===== src/rtl/mc_control_fsm.sv =====
// Multicycle RV32I control unit: sequences fetch/decode/execute/mem/wb
// and drives datapath selects, enables and ALUControl.
module mc_control_fsm #(
  parameter logic [3:0] RESET_STATE = 4'd0
) (
  input  logic        clk,
  input  logic        rst_n,
  input  logic [31:0] instr,
  input  logic        Zero,
  input  logic        Negative,
  input  logic        Carry,
  input  logic        Overflow,
  output logic        PCWrite,
  output logic        AdrSrc,
  output logic        MemWrite,
  output logic        IRWrite,
  output logic        RegWrite,
  output logic [1:0]  ResultSrc,
  output logic [1:0]  ALUSrcA,
  output logic [1:0]  ALUSrcB,
  output logic [3:0]  ALUControl,
  output logic [2:0]  ImmSrc,
  output logic        illegal_instr,
  output logic [3:0]  state
);

  typedef enum logic [3:0] {
    FETCH    = 4'd0,
    DECODE   = 4'd1,
    MEMADR   = 4'd2,
    MEMREAD  = 4'd3,
    MEMWB    = 4'd4,
    MEMWRITE = 4'd5,
    EXECR    = 4'd6,
    ALUWB    = 4'd7,
    EXECI    = 4'd8,
    JAL      = 4'd9,
    BRANCH   = 4'd10,
    JALR1    = 4'd11,
    JALR2    = 4'd12,
    LUI      = 4'd13,
    AUIPC    = 4'd14,
    TRAP     = 4'd15
  } state_t;

  localparam logic [3:0] ALU_ADD  = 4'b0000;
  localparam logic [3:0] ALU_SUB  = 4'b0001;
  localparam logic [3:0] ALU_AND  = 4'b0010;
  localparam logic [3:0] ALU_OR   = 4'b0011;
  localparam logic [3:0] ALU_XOR  = 4'b0100;
  localparam logic [3:0] ALU_SLT  = 4'b0101;
  localparam logic [3:0] ALU_SLTU = 4'b0110;
  localparam logic [3:0] ALU_SRL  = 4'b0111;
  localparam logic [3:0] ALU_SRA  = 4'b1000;
  localparam logic [3:0] ALU_SLL  = 4'b1001;

  state_t cur_state;
  state_t nxt_state;

  logic [6:0] opcode;
  logic [2:0] funct3;
  logic       is_load;
  logic       is_store;
  logic       is_rtype;
  logic       is_itype;
  logic       is_branch;
  logic       is_jal;
  logic       is_jalr;
  logic       is_lui;
  logic       is_auipc;

  assign opcode    = instr[6:0];
  assign funct3    = instr[14:12];
  assign is_load   = opcode == 7'b0000011;
  assign is_store  = opcode == 7'b0100011;
  assign is_rtype  = opcode == 7'b0110011;
  assign is_itype  = opcode == 7'b0010011;
  assign is_branch = opcode == 7'b1100011;
  assign is_jal    = opcode == 7'b1101111;
  assign is_jalr   = opcode == 7'b1100111;
  assign is_lui    = opcode == 7'b0110111;
  assign is_auipc  = opcode == 7'b0010111;

  logic [3:0] alu_op;
  logic       taken;
  logic [2:0] imm_sel;

  always_comb begin
    alu_op = ALU_ADD;
    unique case (funct3)
      3'b000: alu_op = (is_rtype && instr[30]) ? ALU_SUB : ALU_ADD;
      3'b001: alu_op = ALU_SLL;
      3'b010: alu_op = ALU_SLT;
      3'b011: alu_op = ALU_SLTU;
      3'b100: alu_op = ALU_XOR;
      3'b101: alu_op = instr[30] ? ALU_SRA : ALU_SRL;
      3'b110: alu_op = ALU_OR;
      3'b111: alu_op = ALU_AND;
    endcase
  end

  // Flags come from SrcA - SrcB computed in the BRANCH state.
  always_comb begin
    taken = 1'b0;
    unique case (funct3)
      3'b000:  taken = Zero;
      3'b001:  taken = !Zero;
      3'b100:  taken = Negative ^ Overflow;
      3'b101:  taken = !(Negative ^ Overflow);
      3'b110:  taken = !Carry;
      3'b111:  taken = Carry;
      default: taken = 1'b0;
    endcase
  end

  always_comb begin
    imm_sel = 3'b000;
    unique case (1'b1)
      is_store:           imm_sel = 3'b001;
      is_branch:          imm_sel = 3'b010;
      is_jal:             imm_sel = 3'b011;
      is_lui || is_auipc: imm_sel = 3'b100;
      default:            imm_sel = 3'b000;
    endcase
  end

  always_ff @(posedge clk or negedge rst_n) begin
    if (!rst_n) cur_state <= state_t'(RESET_STATE);
    else        cur_state <= nxt_state;
  end

  logic       pc_w;
  logic       adr;
  logic       mem_w;
  logic       ir_w;
  logic       reg_w;
  logic [1:0] res;
  logic [1:0] src_a;
  logic [1:0] src_b;
  logic [3:0] alu;
  logic       ill;

  always_comb begin
    nxt_state = cur_state;
    pc_w  = 1'b0;
    adr   = 1'b0;
    mem_w = 1'b0;
    ir_w  = 1'b0;
    reg_w = 1'b0;
    res   = 2'b00;
    src_a = 2'b00;
    src_b = 2'b00;
    alu   = ALU_ADD;
    ill   = 1'b0;
    unique case (cur_state)
      FETCH: begin
        ir_w  = 1'b1;
        pc_w  = 1'b1;
        src_b = 2'b10;
        res   = 2'b10;
        nxt_state = DECODE;
      end
      DECODE: begin
        src_a = 2'b01;
        src_b = 2'b01;
        unique case (1'b1)
          is_load || is_store: nxt_state = MEMADR;
          is_rtype:            nxt_state = EXECR;
          is_itype:            nxt_state = EXECI;
          is_branch:           nxt_state = BRANCH;
          is_jal:              nxt_state = JAL;
          is_jalr:             nxt_state = JALR1;
          is_lui:              nxt_state = LUI;
          is_auipc:            nxt_state = AUIPC;
          default:             nxt_state = TRAP;
        endcase
      end
      MEMADR: begin
        src_a = 2'b10;
        src_b = 2'b01;
        nxt_state = is_store ? MEMWRITE : MEMREAD;
      end
      MEMREAD: begin
        adr = 1'b1;
        nxt_state = MEMWB;
      end
      MEMWB: begin
        res   = 2'b01;
        reg_w = 1'b1;
        nxt_state = FETCH;
      end
      MEMWRITE: begin
        adr   = 1'b1;
        mem_w = 1'b1;
        nxt_state = FETCH;
      end
      EXECR: begin
        src_a = 2'b10;
        alu   = alu_op;
        nxt_state = ALUWB;
      end
      EXECI: begin
        src_a = 2'b10;
        src_b = 2'b01;
        alu   = alu_op;
        nxt_state = ALUWB;
      end
      ALUWB: begin
        reg_w = 1'b1;
        nxt_state = FETCH;
      end
      BRANCH: begin
        src_a = 2'b10;
        alu   = ALU_SUB;
        pc_w  = taken;
        nxt_state = FETCH;
      end
      // Target already sits in ALUOut; ALU forms the link value.
      JAL, JALR2: begin
        src_a = 2'b01;
        src_b = 2'b10;
        pc_w  = 1'b1;
        nxt_state = ALUWB;
      end
      JALR1: begin
        src_a = 2'b10;
        src_b = 2'b01;
        nxt_state = JALR2;
      end
      LUI: begin
        src_a = 2'b11;
        src_b = 2'b01;
        nxt_state = ALUWB;
      end
      AUIPC: begin
        src_a = 2'b01;
        src_b = 2'b01;
        nxt_state = ALUWB;
      end
      TRAP: begin
        ill = 1'b1;
        nxt_state = TRAP;
      end
    endcase
  end

  assign PCWrite       = rst_n & pc_w;
  assign AdrSrc        = rst_n & adr;
  assign MemWrite      = rst_n & mem_w;
  assign IRWrite       = rst_n & ir_w;
  assign RegWrite      = rst_n & reg_w;
  assign ResultSrc     = rst_n ? res : 2'b00;
  assign ALUSrcA       = rst_n ? src_a : 2'b00;
  assign ALUSrcB       = rst_n ? src_b : 2'b00;
  assign ALUControl    = rst_n ? alu : 4'b0000;
  assign ImmSrc        = rst_n ? imm_sel : 3'b000;
  assign illegal_instr = rst_n & ill;
  assign state         = cur_state;

endmodule


===== config.mk =====
export PLATFORM = sky130hd
export DESIGN_NAME = mc_control_fsm
export DESIGN_NICKNAME = d
export VERILOG_FILES = /design/src/rtl/mc_control_fsm.sv
export SDC_FILE = /design/constraint.sdc
export NUM_CORES = 1
export LEC_CHECK = 0
export BUFFER_PORTS_ARGS = -buffer_cell sky130_fd_sc_hd__buf_2
export CORE_AREA = 2 2 56 58
export CTS_CLUSTER_DIAMETER = 100
export DETAILED_ROUTE_END_ITERATION = 10
export DIE_AREA = 0 0 58 60
export PLACE_DENSITY = 0.62
export SETUP_SLACK_MARGIN = 0.1
export SLEW_MARGIN = 5
export SYNTH_ARGS = -nofsm -noshare
export SYNTH_HDL_FRONTEND = slang
export SYNTH_SLANG_ARGS = --single-unit

===== constraint.sdc =====
create_clock -name clk -period 1.15 [get_ports clk]
set_input_delay 0.1725 -clock clk [delete_from_list [all_inputs] [get_ports clk]]
set_output_delay 0.1725 -clock clk [all_outputs]
set_load 0.005 [all_outputs]

== Yosys cells after proc, flatten, opt, wreduce, memory -nomap -nowiden ==
Cells that the tools add are included.
Cells by class
  equality and inequality tests: 31
  multiplexer cells: 23
  bitwise logic cells: 7
  reduce and logical (&&, ||, !) cells: 17
Operator list (count)
  one-hot mux 4 bit (8 select lines): 3
  equality test 4 bit (second input constant): 8
  equality test 7 x 6 -> 1 bit (second input constant): 3
  equality test 7 bit (second input constant): 3
  equality test 4 x 3 -> 1 bit (second input constant): 4
  equality test 7 x 5 -> 1 bit (second input constant): 2
  equality test 3 bit (second input constant): 4
  one-hot mux 3 bit (4 select lines): 1
  OR reduction 6 bit: 2
  equality test 4 x 2 -> 1 bit (second input constant): 2
  two-way mux 4 bit: 2
  one-hot mux 2 bit (2 select lines): 2
  one-hot mux 4 bit (2 select lines): 1
  OR reduction 4 bit: 2
  equality test 7 x 2 -> 1 bit (second input constant): 1
  AND 1 bit: 6
  equality test 3 x 2 -> 1 bit (second input constant): 2
  two-way mux 1 bit: 6
  two-way mux 2 bit: 3
  two-way mux 3 bit: 2
  one-hot mux 1 bit (6 select lines): 1
  one-hot mux 2 bit (3 select lines): 1
  OR reduction 2 bit: 3
  OR reduction 5 bit: 1
  other kinds (10): 13
Word-level totals
  register bits: 4
  bits of input ports: 38
  output and inout port bits: 23
  logic and storage cells: 79

== Logic depth before layout (Yosys ltp) ==
Gate-level depths: netlist (run 1).
  word-level depth: 6
  gate-level depth with buffers: 5

== Least setup slack after synthesis (run 1) ==
Ideal clock, no wire load.
  path type: register to output
  start point: register cur_state[2] (netlist: state[2])
  end point: output ALUControl[0]
  arrival: 1211 ps
  data required time: 978 ps
  setup slack: -233 ps
  stages on the path, launching flop included: 5
  cells stage by stage: dfrtp_1 > nor2b_1 > o2bb2ai_1 > nand3b_1 > o31ai_1
On the way
  cells in the longest elaborated chain, start to end: 4
  elaborated cells between the ends (all ways): 6
  classes of those cells: eq/ne (3); mux (2); reduce/logical (1)
RTL lines
  start, declared: RTL line 57  | state_t cur_state;
  start signal, assigned: RTL line 128  | if (!rst_n) cur_state <= state_t'(RESET_STATE);
  start signal, assigned: RTL line 129  | else cur_state <= nxt_state;
  equality test 4 bit or equality test 4 x 3 -> 1 bit (tied branches): RTL line 155  | unique case (cur_state)
  OR reduction 2 bit (no line)
  one-hot mux 4 bit (2 select lines) (*): RTL line 155
  two-way mux 4 bit (*): RTL line 255  | assign ALUControl = rst_n ? alu : 4'b0000;
  end, declared: RTL line 21  | output logic [3:0] ALUControl,
Every way passes the cells marked *; elsewhere a longest branch is shown, timed or not.

== Worst setup path after layout (run 1) ==
  start point: register cur_state[1] (netlist: state[1])
  end point: output ALUControl[3]
The elaborated chain is that of the path after synthesis.

==> results.cfg, run 1 <==
[clock_tree]
htree_num_levels = 1
cts_buffer_depth = 2
cts_made_buffers = 3
cts_root_buf = clkbuf_4
clock_latency_ns = 0.24
clk_pin_slew_ns = 0.04
cts_tree = done
clkSinkCount = 4

[logic_synthesis]
seq_area_frac_synth_pct = 12.18
synth_compound_area_share_pct = 23.29
synth-edff-count = 0
avgSynthCellArea_sq_um = 7.087
yosys-top-cells-area = dfrtp_1 12%, nor2b_1 5.3%, nand2_1 4.6%, a21oi_1 4.3%, xnor2_1 4.3%
synth-simple-area-share_pct = 45.05
synth_fa_ha_area_share_pct = 0
synthXorXnorAreaFrac_pct = 10.20
yosysTopAreaCell = dfrtp_1
async_flop_share_pct = 100.0
synth.top_cell.area_share_pct = 12.18
synthCells = 116
synth-seq-cells = 4
ys_types = 47
synth_nets = 154
synth.area.mux_share_pct = 2.588
synth_area_sq_um = 822.0
synth_flop_cell = dfrtp_1
synth_top_family_by_area = simple AND/OR/NAND/NOR gates
ys_warn_count = 0

[die]
initial_core_util_pct = 28.32
die_height_um = 60
ioPinCount = 61
core_area_sq_mm = 0.002903
die-area_sq_mm = 0.003480
rows = 20
die_x_um = 58

[finish]
antenna_cells = 0
drive_gt1_share_pct = 55.85
final_cells = 221
area_delta_synth_final_pct = 89.95
fill_cells = 266
final_area_sq_mm = 0.001562
largest_reg_flops = 4
layout_commonest_cell = buf_2
fin_nets = 227
final_cell_mix = 35 x buf_2, 28 x buf_4, 11 x buf_6, 9 x nand2_1

[setup_path]
crit_chain = nand2b_4 -> o2bb2ai_2 -> nand3b_1 -> nor4_2 -> buf_2
crit_path_end_kind = output pin
path_buf_inv = 1
critPathKind = reg -> out
start_kind = register
crit_path_top_delay_cell = dfrtp_2
cp_slowest_stage_delay_ns = 0.43
required_ns = 0.98
worstPathMaxFanout = 4
path_delay_family = simple AND/OR/NAND/NOR gates
cp.arrival_ns = 1.53

[place]
dpl.cell_count = 209
hpwl_mm = 2.171
place_area_sq_mm = 0.001316
globalplace.congestion = 0.7793
io_buffers = 39
detailedPlace.worstSlack_ns = -0.3014

[detailed_routing]
via_per_inst = 5.109
vias = 1129
antenna_left = 0
drt_first_pass_iters = 4
post_drt_wl_per_cell_um = 13.15
drt_iter0_drc = 29
wl_mm = 2.907
drc_errors = 0

[min_path]
hp-class = in -> reg

[job]
drv_cap = 0

[sta]
setup_viol = 26
worst_slack_ns = -0.5553
tightest_slew_ns = 0.3780
timing.fmax_mhz = 586.4
skew_ns = 0.006437
max_slew_margin_pct = 74.71
finalMaxSlewViolations = 0
min_period_ns = 1.705
rsz0062_at_grt = true
timing.final.crit_share_pct = 148.3
setup_tns_ns = -8.007
hold_violations = 0

[global_route]
grt.total_usage_pct = 17.63
overflow = 0
grt_pass1_wl_mm = 4.823
grt_start_max_net_pins = 11
grt_pass1_vias = 1093
antenna_found_initial = 0

[power]
total_leakage_power_nw = 0.7425
p_total_mw = 2.987
peakVddDrop_v = 0.0009954
p_per_area_mw_per_mm2 = 1913

[outcome]
failed_checks = negative setup slack
status = complete, but fails checks
==> cells by family after synthesis <==
family	after synthesis
AND/OR/NAND/NOR	61
AO/OA/AOI/OAI	29
buffers and inverters	12
XOR/XNOR	8
multiplexers	2
flip-flops	4
==> Yosys cell counts (2+ instances only) <==
cell and count:
a21oi_1 7, and2_1 2, and3_1 2, buf_2 2, clkbuf_1 6, dfrtp_1 4, inv_1 3, nand2_1 10
nand2b_1 3, nand3_1 4, nand3b_1 4, nand4b_1 2, nor2_1 8, nor2b_1 7, nor3_1 4, nor3b_1 2
nor4_1 2, nor4bb_1 3, o21ai_0 6, o21ai_1 2, o31ai_1 2, xnor2_1 4, xor2_1 3
==> per-stage QoR <==
| stage | hold WS (ns) | utilization, % |
|---|---|---|
| after detailed placement | 0.1858 | 45.34 |
| after CTS | 0.4424 | 51.77 |
| after global routing | 0.4482 | 53.79 |
| final | 0.4556 | 53.79 |
| after floorplan | -0.1231 | - |
| after global placement | 0.1768 | 45.34 |
==> worst paths after layout <==
check                           startpoint  slack (ns)  depth (start not counted)       endpoint
worst max-delay path              state[1]       -0.56                          5  ALUControl[3]
worst min register to register    state[2]        0.61                          2       state[0]
max in group asynchronous            rst_n        0.53                          3       state[0]
worst max register to register    state[2]       -0.30                          5       state[2]
worst min-delay path              instr[6]        0.46                          4       state[1]
min in group asynchronous            rst_n        0.50                          3       state[3]
==> power breakdown <==
part / switching (mW) / internal [mW] / total [mW] / leakage [nW]
clock network: 0.0612 / 0.130 / 0.192 / 0.0150
registers: 0.131 / 0.222 / 0.353 / 0.0452
logic: 1.07 / 1.37 / 2.44 / 0.682
==> worst min-delay path, delay by kind of cell <==
kind                   cells  cell delay (ns)
and+or+nand+nor            2             0.22
AOI/OAI and AO/OA          1             0.13
buffers and inverters      1             0.11
==> layout make-up <==
type | instances | area (sq um) | area share [%]
Tap cell | 33 | 41.29 | 2.644
Sequential cell | 4 | 103.9 | 6.651
Inverter | 3 | 11.26 | 0.7212
Timing Repair Buffer | 77 | 549.3 | 35.18
Clock buffer | 4 | 26.28 | 1.683
Multi-Input combinational cell | 100 | 829.5 | 53.12
==> timing repair <==
action,CTS,global route
hold buffers,1,0
buffers inserted,6,3
hold endpoints to repair,4,0
gates cloned,0,0
resized for setup,22,9
pin swaps,9,5
setup endpoints to repair,27,27
==> layer usage <==
| metal | vias to the layer above | GRT usage (%) | part of all wire, % |
|---|---|---|---|
| li1 | 567 | - | - |
| met1 | 533 | 20.39 | 41 |
| met2 | 27 | 33.93 | 54 |
| met3 | 2 | 3.247 | 4.7 |
| met4 | 0 | 2.990 | 0.28 |
| met5 | - | 0 | 0 |
Power figures use the tool's default switching activity.
==> inputs of run 2 (changes only) <==
--- a/config.mk
+++ b/config.mk
@@ -7,6 +7,7 @@
 export LEC_CHECK = 0
 export BUFFER_PORTS_ARGS = -buffer_cell sky130_fd_sc_hd__buf_2
 export CORE_AREA = 2 2 56 58
+export CTS_BUF_LIST = sky130_fd_sc_hd__clkbuf_4
 export CTS_CLUSTER_DIAMETER = 100
 export DETAILED_ROUTE_END_ITERATION = 10
 export DIE_AREA = 0 0 58 60
==> run 2 against run 1 <==
  * The run still ends with negative setup slack left
  * Worst setup slack gained 0.012 ns
  * Critical path depth unchanged
  * Routed wire length increased by 0.38%
  * First-iteration DRC count down 24%
  * Power is 2.3% higher
  * Register-to-register slack gained 0.05 ns
  * Clock skew about the same
  * Sequential share of layout area shrank 0.069 points
  * Critical path type unchanged
  * Highest routed layer is now met3
==> results.cfg, run 2 (same netlist as run 1, synthesis figures left out) <==
[detailed_routing]
wl_mm = 2.918
drt_iter0_drc = 22
drt_first_pass_iters = 6
drc_errors = 0
antenna_left = 0
via_per_inst = 5.090
vias = 1125
post_drt_wl_per_cell_um = 13.20

[clock_tree]
cts_tree = done
clk_pin_slew_ns = 0.04
cts_made_buffers = 3
cts_root_buf = clkbuf_4
clkSinkCount = 4
htree_num_levels = 1
cts_buffer_depth = 2
clock_latency_ns = 0.23

[sta]
worst_slack_ns = -0.5429
timing.final.crit_share_pct = 147.2
setup_viol = 26
skew_ns = 0.005988
finalMaxSlewViolations = 0
hold_violations = 0
setup_tns_ns = -7.786
max_slew_margin_pct = 78.14
rsz0062_at_grt = true
tightest_slew_ns = 0.3267
timing.fmax_mhz = 590.7
min_period_ns = 1.693

[global_route]
overflow = 0
grt_start_max_net_pins = 11
grt_pass1_wl_mm = 4.712
grt.total_usage_pct = 17.08
antenna_found_initial = 0
grt_pass1_vias = 1077

[setup_path]
critPathKind = reg -> out
crit_path_end_kind = output pin
r2r_start = state[2]
reg2reg_depth = 5
start_kind = register
worstPathMaxFanout = 4
regToRegEndpoint = state[2]
cp.arrival_ns = 1.52
required_ns = 0.98
r2r_slack_ns = -0.25

[min_path]
hold_depth = 4
hp-start = instr[6]
hp-class = in -> reg
whs_endpoint = state[1]

[place]
hpwl_mm = 2.171
globalplace.congestion = 0.7793
detailedPlace.worstSlack_ns = -0.3014
dpl.cell_count = 209
place_area_sq_mm = 0.001316
io_buffers = 39

[finish]
layout_commonest_cell = buf_2
final_cells = 221
final_cell_mix = 35 x buf_2, 26 x buf_4, 13 x buf_6, 9 x nand2_1
largest_reg_flops = 4
fin_nets = 227
antenna_cells = 0
drive_gt1_share_pct = 56.38
area_delta_synth_final_pct = 91.93
final_area_sq_mm = 0.001578

[power]
combPwrFrac_pct = 81.6
p_clk_share_pct = 6.8
total_leakage_power_nw = 0.7530
power_switching_mw = 1.282
swShare_pct = 41.98
p_per_area_mw_per_mm2 = 1936
peakVddDrop_v = 0.001153
power.internal_mw = 1.772
pwr-share-seq_pct = 11.6

[job]
drv_cap = 0

[die]
die_x_um = 58
die_height_um = 60
core_area_sq_mm = 0.002903
initial_core_util_pct = 28.32
rows = 20
ioPinCount = 61
die-area_sq_mm = 0.003480

[outcome]
failed_checks = negative setup slack
status = complete, but fails checks
run 2: metal layers:
layer | track usage [%] | part of all wire (%) | vias to the layer above
li1 | - | - | 568
met1 | 20.78 | 42 | 533
met2 | 31.98 | 53 | 24
met3 | 3.247 | 5.0 | 0
met4 | 1.993 | 0 | 0
met5 | 0 | 0 | -
run 2: layout make-up:
class                   instances  area, sq um
clock buffers                   4        30.03
fillers                       261         1325
inverters                       3        11.26
multi-input cells             100        834.6
flip-flops and latches          4        103.9
well taps                      33        41.29
repair buffers                 77        556.8
run 2: through the flow:
stage | utilization [%] | power (mW) | hold WS [ns]
finish | 54.35 | 3.054 | 0.4542
global route | 54.35 | 3.287 | 0.4501
CTS | 51.90 | 2.774 | 0.4495
detailed placement | 45.34 | 2.190 | 0.1858
global placement | 45.34 | 2.151 | 0.1768
floorplan | - | 1.468 | -0.1231
run 2: timing repair:
| action | CTS | global route |
|---|---|---|
| endpoints found under the hold margin | 4 | 0 |
| pin swaps | 9 | 6 |
| cloned | 0 | 0 |
| gates resized for setup | 22 | 12 |
| hold buffers | 1 | 0 |
| setup endpoints to repair | 27 | 27 |
| setup buffers | 6 | 3 |
run 2: how the worst max path moves through the flow:
stage,start,slack (ns),endpoint,cells past startpoint
after floorplan,state[1],-0.16,ALUControl[3],4
after global placement,instr[3],-0.27,ImmSrc[0],7
after CTS,state[3],-0.55,ALUControl[3],5
after detailed placement,state[3],-0.30,ALUControl[3],5
final,state[1],-0.54,ALUControl[3],5
after global routing,state[1],-0.64,ALUControl[3],5
run 2: worst max-delay path, stage by stage, from the launching register on:
cell and delay (ns):
dfrtp_2 0.43, nand2b_4 0.16, o2bb2ai_2 0.13, nand3b_1 0.18
nor4_2 0.24, buf_2 0.15
run 2: power by group through the flow:
| stage | registers (mW) | clock network (mW) | logic [mW] |
|---|---|---|---|
| 5_1_grt | 0.364 | 0.234 | 2.69 |
| 2_1_floorplan | 0.355 | 0 | 1.11 |
| 3_5_place_dp | 0.325 | 0 | 1.87 |
| 3_3_place_gp | 0.321 | 0 | 1.83 |
| 4_1_cts | 0.337 | 0.215 | 2.22 |
| 6_report | 0.356 | 0.207 | 2.49 |
